[src/rtl/alu_nibble_sequencer_pkg.sv]
// Shared types and constants for the nibble-serial ALU sequencer.
// Imported by the bus interface and the sequencer.
package alu_seq_pkg;

    localparam int NIBBLE_W = 4;

    typedef enum logic [1:0] {
        IDLE = 2'd0,
        RUN  = 2'd1,
        DONE = 2'd2
    } seq_state_e;

    // Passes through the 4-bit ALU needed for an operand of the given width
    function automatic int nibbles_for(input int width);
        return width / NIBBLE_W;
    endfunction

endpackage

[src/rtl/alu_nibble_sequencer_if.sv]
// Request/response and alu4bit-facing signal bundle for the sequencer.
// "slave" is the sequencer's view; "master" is the surrounding logic's view.
interface alu_nibble_sequencer_if #(
    parameter int WIDTH = 16
);
    import alu_seq_pkg::*;

    logic                req_valid;
    logic                req_ready;
    logic [WIDTH-1:0]    req_a;
    logic [WIDTH-1:0]    req_b;
    logic [3:0]          req_s;
    logic                req_m;
    logic                req_cin;

    logic [NIBBLE_W-1:0] alu_a;
    logic [NIBBLE_W-1:0] alu_b;
    logic [3:0]          alu_s;
    logic                alu_m;
    logic                alu_cin;
    logic [NIBBLE_W-1:0] alu_f;
    logic                alu_cout;

    logic                rsp_valid;
    logic                rsp_ready;
    logic [WIDTH-1:0]    rsp_f;
    logic                rsp_cout;
    logic                rsp_zero;

    modport slave (
        input  req_valid, req_a, req_b, req_s, req_m, req_cin,
        output req_ready,
        output alu_a, alu_b, alu_s, alu_m, alu_cin,
        input  alu_f, alu_cout,
        output rsp_valid, rsp_f, rsp_cout, rsp_zero,
        input  rsp_ready
    );

    modport master (
        output req_valid, req_a, req_b, req_s, req_m, req_cin,
        input  req_ready,
        input  alu_a, alu_b, alu_s, alu_m, alu_cin,
        output alu_f, alu_cout,
        input  rsp_valid, rsp_f, rsp_cout, rsp_zero,
        output rsp_ready
    );

endinterface

[src/rtl/alu_nibble_sequencer.sv]
// Runs a WIDTH-bit ALU operation through an external 4-bit alu4bit, one nibble
// per cycle, rippling the carry between nibbles through a register.
import alu_seq_pkg::*;

module alu_nibble_sequencer #(
    parameter int WIDTH = 16   // multiple of 4, at least 8
) (
    input  logic                   clk,
    input  logic                   rst_n,
    alu_nibble_sequencer_if.slave  bus
);

    localparam int NIBBLES = nibbles_for(WIDTH);
    localparam int IDX_W   = (NIBBLES > 1) ? $clog2(NIBBLES) : 1;
    localparam logic [IDX_W-1:0] LAST_IDX = IDX_W'(NIBBLES - 1);

    seq_state_e          r_state;
    seq_state_e          w_state_next;
    logic [WIDTH-1:0]    r_a;
    logic [WIDTH-1:0]    r_b;
    logic [3:0]          r_s;
    logic                r_m;
    logic                r_carry;
    logic [IDX_W-1:0]    r_idx;

    logic                w_accept;
    logic                w_run;
    logic [NIBBLE_W-1:0] w_a_nib [NIBBLES];
    logic [NIBBLE_W-1:0] w_b_nib [NIBBLES];
    logic [WIDTH-1:0]    w_f;

    assign w_accept = (r_state == IDLE) && bus.req_valid;
    assign w_run    = (r_state == RUN);

    // Operand slicing and per-nibble result capture; each result nibble is
    // written only on the pass whose index selects it.
    generate
        for (genvar gi = 0; gi < NIBBLES; gi++) begin : g_nib
            logic [NIBBLE_W-1:0] r_f_nib;

            assign w_a_nib[gi] = r_a[gi*NIBBLE_W +: NIBBLE_W];
            assign w_b_nib[gi] = r_b[gi*NIBBLE_W +: NIBBLE_W];
            assign w_f[gi*NIBBLE_W +: NIBBLE_W] = r_f_nib;

            always_ff @(posedge clk or negedge rst_n) begin
                if (!rst_n) begin
                    r_f_nib <= '0;
                end else if (w_accept) begin
                    r_f_nib <= '0;
                end else if (w_run && (r_idx == IDX_W'(gi))) begin
                    r_f_nib <= bus.alu_f;
                end
            end
        end
    endgenerate

    always_ff @(posedge clk or negedge rst_n) begin
        if (!rst_n) begin
            r_state <= IDLE;
            r_a     <= '0;
            r_b     <= '0;
            r_s     <= '0;
            r_m     <= 1'b0;
            r_carry <= 1'b0;
            r_idx   <= '0;
        end else begin
            r_state <= w_state_next;
            if (w_accept) begin
                r_a     <= bus.req_a;
                r_b     <= bus.req_b;
                r_s     <= bus.req_s;
                r_m     <= bus.req_m;
                r_carry <= bus.req_cin;
                r_idx   <= '0;
            end else if (w_run) begin
                // Carry chains in logic mode too; cout is taken exactly as the ALU gives it
                r_carry <= bus.alu_cout;
                if (r_idx != LAST_IDX) begin
                    r_idx <= r_idx + 1'b1;
                end
            end
        end
    end

    always_comb begin
        w_state_next  = r_state;
        bus.req_ready = 1'b0;
        bus.alu_a     = '0;
        bus.alu_b     = '0;
        bus.alu_s     = '0;
        bus.alu_m     = 1'b0;
        bus.alu_cin   = 1'b0;
        bus.rsp_valid = 1'b0;
        bus.rsp_f     = '0;
        bus.rsp_cout  = 1'b0;
        bus.rsp_zero  = 1'b0;

        case (r_state)
            IDLE: begin
                bus.req_ready = 1'b1;
                if (bus.req_valid) begin
                    w_state_next = RUN;
                end
            end
            RUN: begin
                bus.alu_a   = w_a_nib[r_idx];
                bus.alu_b   = w_b_nib[r_idx];
                bus.alu_s   = r_s;
                bus.alu_m   = r_m;
                bus.alu_cin = r_carry;
                if (r_idx == LAST_IDX) begin
                    w_state_next = DONE;
                end
            end
            DONE: begin
                // Response is held from registers, so it cannot move until accepted
                bus.rsp_valid = 1'b1;
                bus.rsp_f     = w_f;
                bus.rsp_cout  = r_carry;
                bus.rsp_zero  = (w_f == '0);
                if (bus.rsp_ready) begin
                    w_state_next = IDLE;
                end
            end
            default: begin
                w_state_next = IDLE;
            end
        endcase
    end

endmodule

[src/flat_wrapper.sv]
// flat-port wrapper written by rule: the top's interface ports become plain ports
module alu_nibble_sequencer_flat 
#(
    parameter int WIDTH = 16                               
)
  (clk, rst_n, bus_req_valid, bus_req_a, bus_req_b, bus_req_s, bus_req_m, bus_req_cin, bus_req_ready, bus_alu_a, bus_alu_b, bus_alu_s, bus_alu_m, bus_alu_cin, bus_alu_f, bus_alu_cout, bus_rsp_valid, bus_rsp_f, bus_rsp_cout, bus_rsp_zero, bus_rsp_ready);
  alu_nibble_sequencer_if #(.WIDTH(WIDTH)) bus_i ();
  input  logic clk;
  input  logic rst_n;
  input wire logic [$bits(bus_i.req_valid)-1:0] bus_req_valid;
  input wire logic [$bits(bus_i.req_a)-1:0] bus_req_a;
  input wire logic [$bits(bus_i.req_b)-1:0] bus_req_b;
  input wire logic [$bits(bus_i.req_s)-1:0] bus_req_s;
  input wire logic [$bits(bus_i.req_m)-1:0] bus_req_m;
  input wire logic [$bits(bus_i.req_cin)-1:0] bus_req_cin;
  output wire logic [$bits(bus_i.req_ready)-1:0] bus_req_ready;
  output wire logic [$bits(bus_i.alu_a)-1:0] bus_alu_a;
  output wire logic [$bits(bus_i.alu_b)-1:0] bus_alu_b;
  output wire logic [$bits(bus_i.alu_s)-1:0] bus_alu_s;
  output wire logic [$bits(bus_i.alu_m)-1:0] bus_alu_m;
  output wire logic [$bits(bus_i.alu_cin)-1:0] bus_alu_cin;
  input wire logic [$bits(bus_i.alu_f)-1:0] bus_alu_f;
  input wire logic [$bits(bus_i.alu_cout)-1:0] bus_alu_cout;
  output wire logic [$bits(bus_i.rsp_valid)-1:0] bus_rsp_valid;
  output wire logic [$bits(bus_i.rsp_f)-1:0] bus_rsp_f;
  output wire logic [$bits(bus_i.rsp_cout)-1:0] bus_rsp_cout;
  output wire logic [$bits(bus_i.rsp_zero)-1:0] bus_rsp_zero;
  input wire logic [$bits(bus_i.rsp_ready)-1:0] bus_rsp_ready;
  assign bus_i.req_valid = bus_req_valid;
  assign bus_i.req_a = bus_req_a;
  assign bus_i.req_b = bus_req_b;
  assign bus_i.req_s = bus_req_s;
  assign bus_i.req_m = bus_req_m;
  assign bus_i.req_cin = bus_req_cin;
  assign bus_req_ready = bus_i.req_ready;
  assign bus_alu_a = bus_i.alu_a;
  assign bus_alu_b = bus_i.alu_b;
  assign bus_alu_s = bus_i.alu_s;
  assign bus_alu_m = bus_i.alu_m;
  assign bus_alu_cin = bus_i.alu_cin;
  assign bus_i.alu_f = bus_alu_f;
  assign bus_i.alu_cout = bus_alu_cout;
  assign bus_rsp_valid = bus_i.rsp_valid;
  assign bus_rsp_f = bus_i.rsp_f;
  assign bus_rsp_cout = bus_i.rsp_cout;
  assign bus_rsp_zero = bus_i.rsp_zero;
  assign bus_i.rsp_ready = bus_rsp_ready;
  alu_nibble_sequencer #(.WIDTH(WIDTH)) u_core (.clk(clk), .rst_n(rst_n), .bus(bus_i));
endmodule
[config.mk]
export PLATFORM = sky130hd
export DESIGN_NAME = alu_nibble_sequencer_flat
export DESIGN_NICKNAME = d
export VERILOG_FILES = /design/src/rtl/alu_nibble_sequencer_pkg.sv /design/src/rtl/alu_nibble_sequencer_if.sv /design/src/rtl/alu_nibble_sequencer.sv /design/src/flat_wrapper.sv
export SDC_FILE = /design/constraint.sdc
export NUM_CORES = 1
export LEC_CHECK = 0
export BUFFER_PORTS_ARGS = -buffer_cell sky130_fd_sc_hd__buf_2
export CAP_MARGIN = 0
export CORE_MARGIN = 8
export CORE_UTILIZATION = 55
export CTS_CLUSTER_SIZE = 30
export DETAILED_ROUTE_END_ITERATION = 16
export PLACE_DENSITY = 0.84
export SLEW_MARGIN = 30
export SYNTH_ARGS = -nofsm -noshare
export SYNTH_HDL_FRONTEND = slang
export SYNTH_SLANG_ARGS = --single-unit
[constraint.sdc]
create_clock -name clk -period 3.5 [get_ports clk]
set_input_delay 0.175 -clock clk [delete_from_list [all_inputs] [get_ports clk]]
set_output_delay 0.175 -clock clk [all_outputs]
set_load 0.005 [all_outputs]
==> implementation parameters, run 1 <==
Parameter                              Value

Finish
  Share of layout cells above drive strength 1    0.462
  Syn-to-layout area delta    22.8%
  Core Util, Final    0.682
  Leading cell type in the layout, fill and taps excluded    buf_2
  Antenna Diode Count    0
  Post-route insts no fill    382
  Cell area after layout    0.00342 mm^2
  Final layout net count    ~360
  Most frequent cells in the layout    buf_2, dfrtp_1, mux2_2

Timing
  Unrepaired setup endpoints after global routing    no
  Number of pins with negative max-slew slack in the final report    0
  Number of endpoints with negative hold slack in the final report    0
  Worst Clk Skew    between 0.01 and 0.015 ns
  Sum of negative setup slack    0 ns
  Time the worst path needs with I/O delays and setup    around 2.3 ns
  Number of endpoints failing setup at the final stage    0
  Share of the clock period used by the worst path after layout    0.654
  Least setup slack across all paths after layout    1.21 ns
  Actual slew at the worst max-slew pin    between 0.8 and 0.9 ns
  Worst Hold Slack    0.0496 ns
  Maximum clock rate    0.437 GHz
  Slew headroom    0.416

Floorplan
  Initial standard-cell utilization of the core    0.555
  Row Count    26
  Full die area    between 0.007 and 0.008 mm^2
  Standard cell core area    0.00501 mm^2
  Die H    between 80 and 90 um
  I/O Pins    81
  Horizontal extent of the die    ~87 um

Clock network
  TritonCTS clock tree    done
  Number of buffers added to fix hold violations after cts    1
  Post-cts repair resize count    0
  Maximum level of the CTS H-tree    3
  CTS Buf Count    9
  Worst skew pair latency    0.34 ns
  Setup Fix Bufs, Post-CTS    0
  Clock tree root buffer cell    clkbuf_8
  Number of sinks on the clock net    58
  Clock buffer depth    2
  Worst-path clk slew    0.07 ns

Hold path
  Worst Hold Class    in -> reg

Placed design
  Final HPWL DP    approximately 4500 um
  Placed Instance Area    0.00321 mm^2
  Buffers added on ports    80
  Global placer's final weighted congestion    roughly 0.8
  Total placed cells including tap cells    365
  Placement Setup Slack    1.51 ns

Critical path
  Setup Crit Path Kind    reg -> out
  Required time reported for the critical path endpoint    ~3.3 ns
  Critical path's top delay family    simple AND/OR/NAND/NOR gates
  Worst path buffer plus inverter count    2
  Critical path peak fanout    19
  Max stage delay cell, worst path    nor2b_1
  Data arrival at the endpoint of the critical path    about 2.1 ns
  Largest incremental delay on the critical path    0.75 ns
  Startpoint Class    flip-flop
  Category of the worst setup path capture point    primary output
  Worst path cell trace    nor2b_1 > inv_1 > nor3_1 > buf_2

Power
  Leakage power figure    1.63 nW
  Max rail drop VDD    ~0.00056 V
  Power Dens Cells    908 mW/mm^2
  Power after layout    slightly above 3 mW

Yosys
  Number of enable flip-flop cells after synthesis    0
  YS warnings    0
  Fraction of the mapped netlist area in adder cells    0.0180
  Yosys reg bits    58
  Post-Synthesis Mean Instance Area    12.3 um^2
  Share of the synthesized area in compound gates (AO/OA/AOI/OAI)    0.0342
  Synthesized instance count    around 230
  Post-synthesis instance area    between 0.002 and 0.003 mm^2
  Syn Nets    278
  Simple-gate area share of the yosys netlist    0.161
  Post-synthesis sequential area ratio    0.522
  Largest family of logic cells by synthesized area    multiplexers
  Flip-flop cell with the highest count after synthesis    dfrtp_1
  Number of different library cells in the post-synthesis netlist    24
  Fraction of synthesized cell area in xor and xnor cells    0
  Mux cell area share after synthesis    0.222
  Post-synth ARST share    1.00

Global route
  Grt ovf    0
  First-pass GRT wire length    10,100 um
  Pin count of the biggest net entering global routing    43
  Antenna violations before repair    0
  Gr usage total    0.176
  Number of global-route vias before repair    2,172

Routing
  Antenna viol nets, final    0
  Router iterations before antenna repair    4
  Detailed-route wire length per cell    16.4 um
  DRC violations left    0
  Routed via count divided by cell count    5.32
  DR vias    2,031
  Wire length after detailed routing    6250 um
  Iteration-0 DRC Markers    70

Outcome
  Status    finished, final reports clean

Job
  Maximum Capacitance Violations    0
metal layers:
metal / part of all wire / track usage / vias to the layer above
met2: 0.49 / 0.291 / 81
li1: - / - / 950
met3: 0.086 / 0.0547 / 12
met1: 0.41 / 0.201 / 988
met5: 0 / 0 / -
met4: 0.018 / 0.0844 / 0
cell type report:
class	instances	area, um^2
sequential	58	1450
multi-input combinational	151	1220
clock inverter	1	5.00
inverter	4	15.0
fill	410	1590
tap	70	87.6
clock buffer	15	196
timing repair buffer	83	438
Yosys cell counts (all sizes together), types with 3 or more instances:
cell type	count	area share
dfrtp	58	0.52
mux2	38	0.15
and2	31	0.070
nand2	18	0.024
nand3	17	0.031
a21oi	16	0.029
buf	11	0.034
mux4	8	0.065
ha	4	0.018
inv	4	0.0054
nand3b	4	0.011
clkbuf	3	0.0040
nor4	3	0.0067
o21ai	3	0.0054
flip-flops by register name, indices dropped and copies added, names as in the netlist:
name / cells
u_core.g_nib.r_f_nib: 16
u_core.r_idx: 2
u_core.r_state: 2
u_core.r_carry: 1
u_core.r_m: 1
u_core.r_s: 4
u_core.r_a: 16
u_core.r_b: 16
worst min-delay path: cells and delay by family:
kind / cells / cell delay [ns]
buffers and inverters: 1 / 0.07
AO/OA/AOI/OAI: 1 / 0.06
AND/OR/NAND/NOR: 1 / 0.03
kinds of logic after synthesis:
family / Yosys count
multiplexers: 47
flip-flops: 58
adder cells (fa/ha/maj): 4
buffers and inverters: 18
AO/OA/AOI/OAI: 19
AND/OR/NAND/NOR: 81
report_power, final:
part | switching [mW] | total (mW) | internal, mW
registers | 0.266 | 1.28 | 1.01
clock network | 0.252 | 0.605 | 0.353
logic | 0.525 | 1.22 | 0.698
total | 1.04 | 3.10 | 2.06
path summary, 6_finish.rpt:
kind / cells after the start / from / slack (ns) / endpoint
min in group asynchronous: 2 / rst_n / 0.31 / u_core.g_nib[2].r_f_nib[0]
setup reg to reg: 3 / u_core.r_state[1] / 1.48 / u_core.r_b[10]
max in group asynchronous: 3 / rst_n / 2.33 / u_core.r_a[15]
setup / recovery: 4 / u_core.r_state[1] / 1.21 / bus_rsp_zero
hold / removal: 3 / bus_req_cin / 0.05 / u_core.r_carry
hold reg to reg: 1 / u_core.r_a[9] / 0.49 / u_core.r_a[9]
(Power assumes the default switching activity.)
==> run 2: changes to the inputs <==
CORE_UTILIZATION = 47   (was 55)
PLACE_DENSITY = 0.76   (was 0.84)
clock period = 2.1 ns   (was 3.5 ns; I/O delays follow)
==> run 2 against run 1 <==
Net effect:
- the run now ends with hold timing left
- clock-buffer cell count fell by 3
- sequential power grew 62%
- critical path depth is the same
- worst setup slack lost 1.1 ns
- global-route usage shrank 2.4 points
- clock power up 57%
- flip-flop and latch count stayed put
- wire length up 1.5%
==> implementation parameters, run 2 (synthesized netlist as in run 1, its figures left out) <==
Parameter                              Value

Timing
  Actual slew at the worst max-slew pin    around 0.74 ns
  Number of endpoints with negative hold slack in the final report    1
  Worst Clk Skew    ~0.005 ns
  Share of the clock period used by the worst path after layout    0.925
  Sum of negative setup slack    0 ns
  Maximum clock rate    0.515 GHz
  Time the worst path needs with I/O delays and setup    ~2 ns
  Slew headroom    0.506
  Number of pins with negative max-slew slack in the final report    0
  Unrepaired setup endpoints after global routing    no
  Worst Hold Slack    -0.000118 ns
  Number of endpoints failing setup at the final stage    0

Outcome
  Status    finished, violations left
  Violated checks    hold timing

Floorplan
  Row Count    28
  I/O Pins    81
  Initial standard-cell utilization of the core    0.478
  Horizontal extent of the die    around 93 um
  Standard cell core area    0.00582 mm^2
  Full die area    0.00864 mm^2
  Die H    92.9 um

Finish
  Final layout net count    about 370
  Core Util, Final    0.603
  Biggest regs    u_core.g_nib.r_f_nib: 16 flops, u_core.r_a: 16 flops, u_core.r_b: 16 flops
  Share of layout cells above drive strength 1    0.466
  Filler Cell Count    501
  Cell area after layout    0.00351 mm^2
  Syn-to-layout area delta    26.1%
  Antenna Diode Count    0
  Leading cell type in the layout, fill and taps excluded    buf_2
  Most frequent cells in the layout    buf_2, dfrtp_1, mux2_2

Hold path
  Worst Hold Class    in -> reg

Critical path
  Data arrival at the endpoint of the critical path    1.84 ns
  Largest incremental delay on the critical path    0.55 ns
  Setup Crit Path Kind    reg -> out
  Required time reported for the critical path endpoint    2.00 ns
  Max stage delay cell, worst path    dfrtp_1
  Critical path peak fanout    7
  Category of the worst setup path capture point    primary output
  Startpoint Class    flip-flop
  Worst path cell trace    buf_12 > mux4_2 > and2_1 > buf_2

Global route
  Number of global-route vias before repair    between 2,000 and 2,500
  Grt ovf    0
  Gr usage total    0.152
  Pin count of the biggest net entering global routing    just under 60
  Antenna violations before repair    0
  First-pass GRT wire length    10,400 um

Clock network
  Setup Fix Bufs, Post-CTS    0
  Clock buffer depth    2
  Maximum level of the CTS H-tree    3
  TritonCTS clock tree    done
  Worst skew pair latency    between 0.3 and 0.4 ns
  Post-cts repair resize count    0
  CTS Buf Count    9
  Number of buffers added to fix hold violations after cts    5
  Clock tree root buffer cell    clkbuf_8
  Number of sinks on the clock net    58
  Worst-path clk slew    0.07 ns

Routing
  Wire length after detailed routing    6340 um
  Detailed-route wire length per cell    about 16 um
  Router iterations before antenna repair    5
  Routed via count divided by cell count    5.18
  DRC violations left    0
  Antenna viol nets, final    0
  DR vias    2,056
  Iteration-0 DRC Markers    76

Power
  Leakage power figure    1.66 nW
  Power Dens Cells    1480 mW/mm^2
  Max rail drop VDD    between 0.0008 and 0.0009 V

Placed design
  Global placer's final weighted congestion    0.770
  Buffers added on ports    80
  Placed Instance Area    between 0.003 and 0.004 mm^2

Job
  Maximum Capacitance Violations    0
-- run 2: cell types whose count changed in the layout (fill, tap and decap cells not counted), moves of 2 or more --
cell / before / now
buf_4: 1 / 5
clkbuf_8: 14 / 12
clkinvlp_4: 0 / 2
dlygate4sd3_1: 1 / 6
-- run 2: worst paths after layout --
kind	start	end	slack, ns	cells after the start
worst min-delay path	bus_req_cin	u_core.r_carry	-0.0001	3
worst max-delay path	u_core.r_idx[0]	bus_alu_b[3]	0.16	4
max in group asynchronous	rst_n	u_core.r_b[12]	1.13	3
worst max register to register	u_core.r_idx[0]	u_core.r_idx[0]	0.45	4
min in group asynchronous	rst_n	u_core.r_a[8]	0.45	3
worst min register to register	u_core.r_a[9]	u_core.r_a[9]	0.50	1
-- run 2: layout make-up --
cell class | instances | area [um^2] | share of cell area
multi-input combinational | 151 | 1220 | 0.348
timing repair buffer | 93 | 538 | 0.153
inverter | 4 | 15.0 | 0.00428
clock inverter | 4 | 25.0 | 0.00713
clock buffer | 12 | 165 | 0.0471
tap | 75 | 93.8 | 0.0267
sequential | 58 | 1450 | 0.414
-- run 2: routing by layer --
metal / vias to the layer above / GRT usage / part of all wire
li1: 972 / - / -
met5: - / 0 / 0
met2: 74 / 0.244 / 0.49
met3: 10 / 0.0477 / 0.083
met1: 1000 / 0.184 / 0.42
met4: 0 / 0.0644 / 0.014
-- run 2: report_power, final --
part	total, mW	switching [mW]	internal (mW)
Combinational	2.18	0.938	1.24
Clock	0.950	0.430	0.520
Sequential	2.08	0.389	1.69
Total	5.21	1.76	3.45
-- run 2: through the flow --
| step | setup WS (ns) | std cells | power [mW] | hold WS [ns] |
|---|---|---|---|---|
| 2_1_floorplan | 0.680 | 227 | 3.60 | -0.191 |
| 3_3_place_gp | 0.519 | 375 | 4.20 | 0.290 |
| 5_1_grt | 0.0560 | 397 | 5.60 | 0.00292 |
| 3_5_place_dp | 0.451 | 375 | 4.32 | 0.297 |
| 4_1_cts | 0.124 | 396 | 5.28 | 0.000136 |
| 6_report | 0.156 | 397 | 5.21 | -0.000118 |
-- run 2: critical path, delay by kind of cell (launching register included) --
kind | cells | cell delay [ns]
flip-flops | 1 | 0.55
buffers and inverters | 2 | 0.30
multiplexers | 1 | 0.48
AND/OR/NAND/NOR | 1 | 0.17
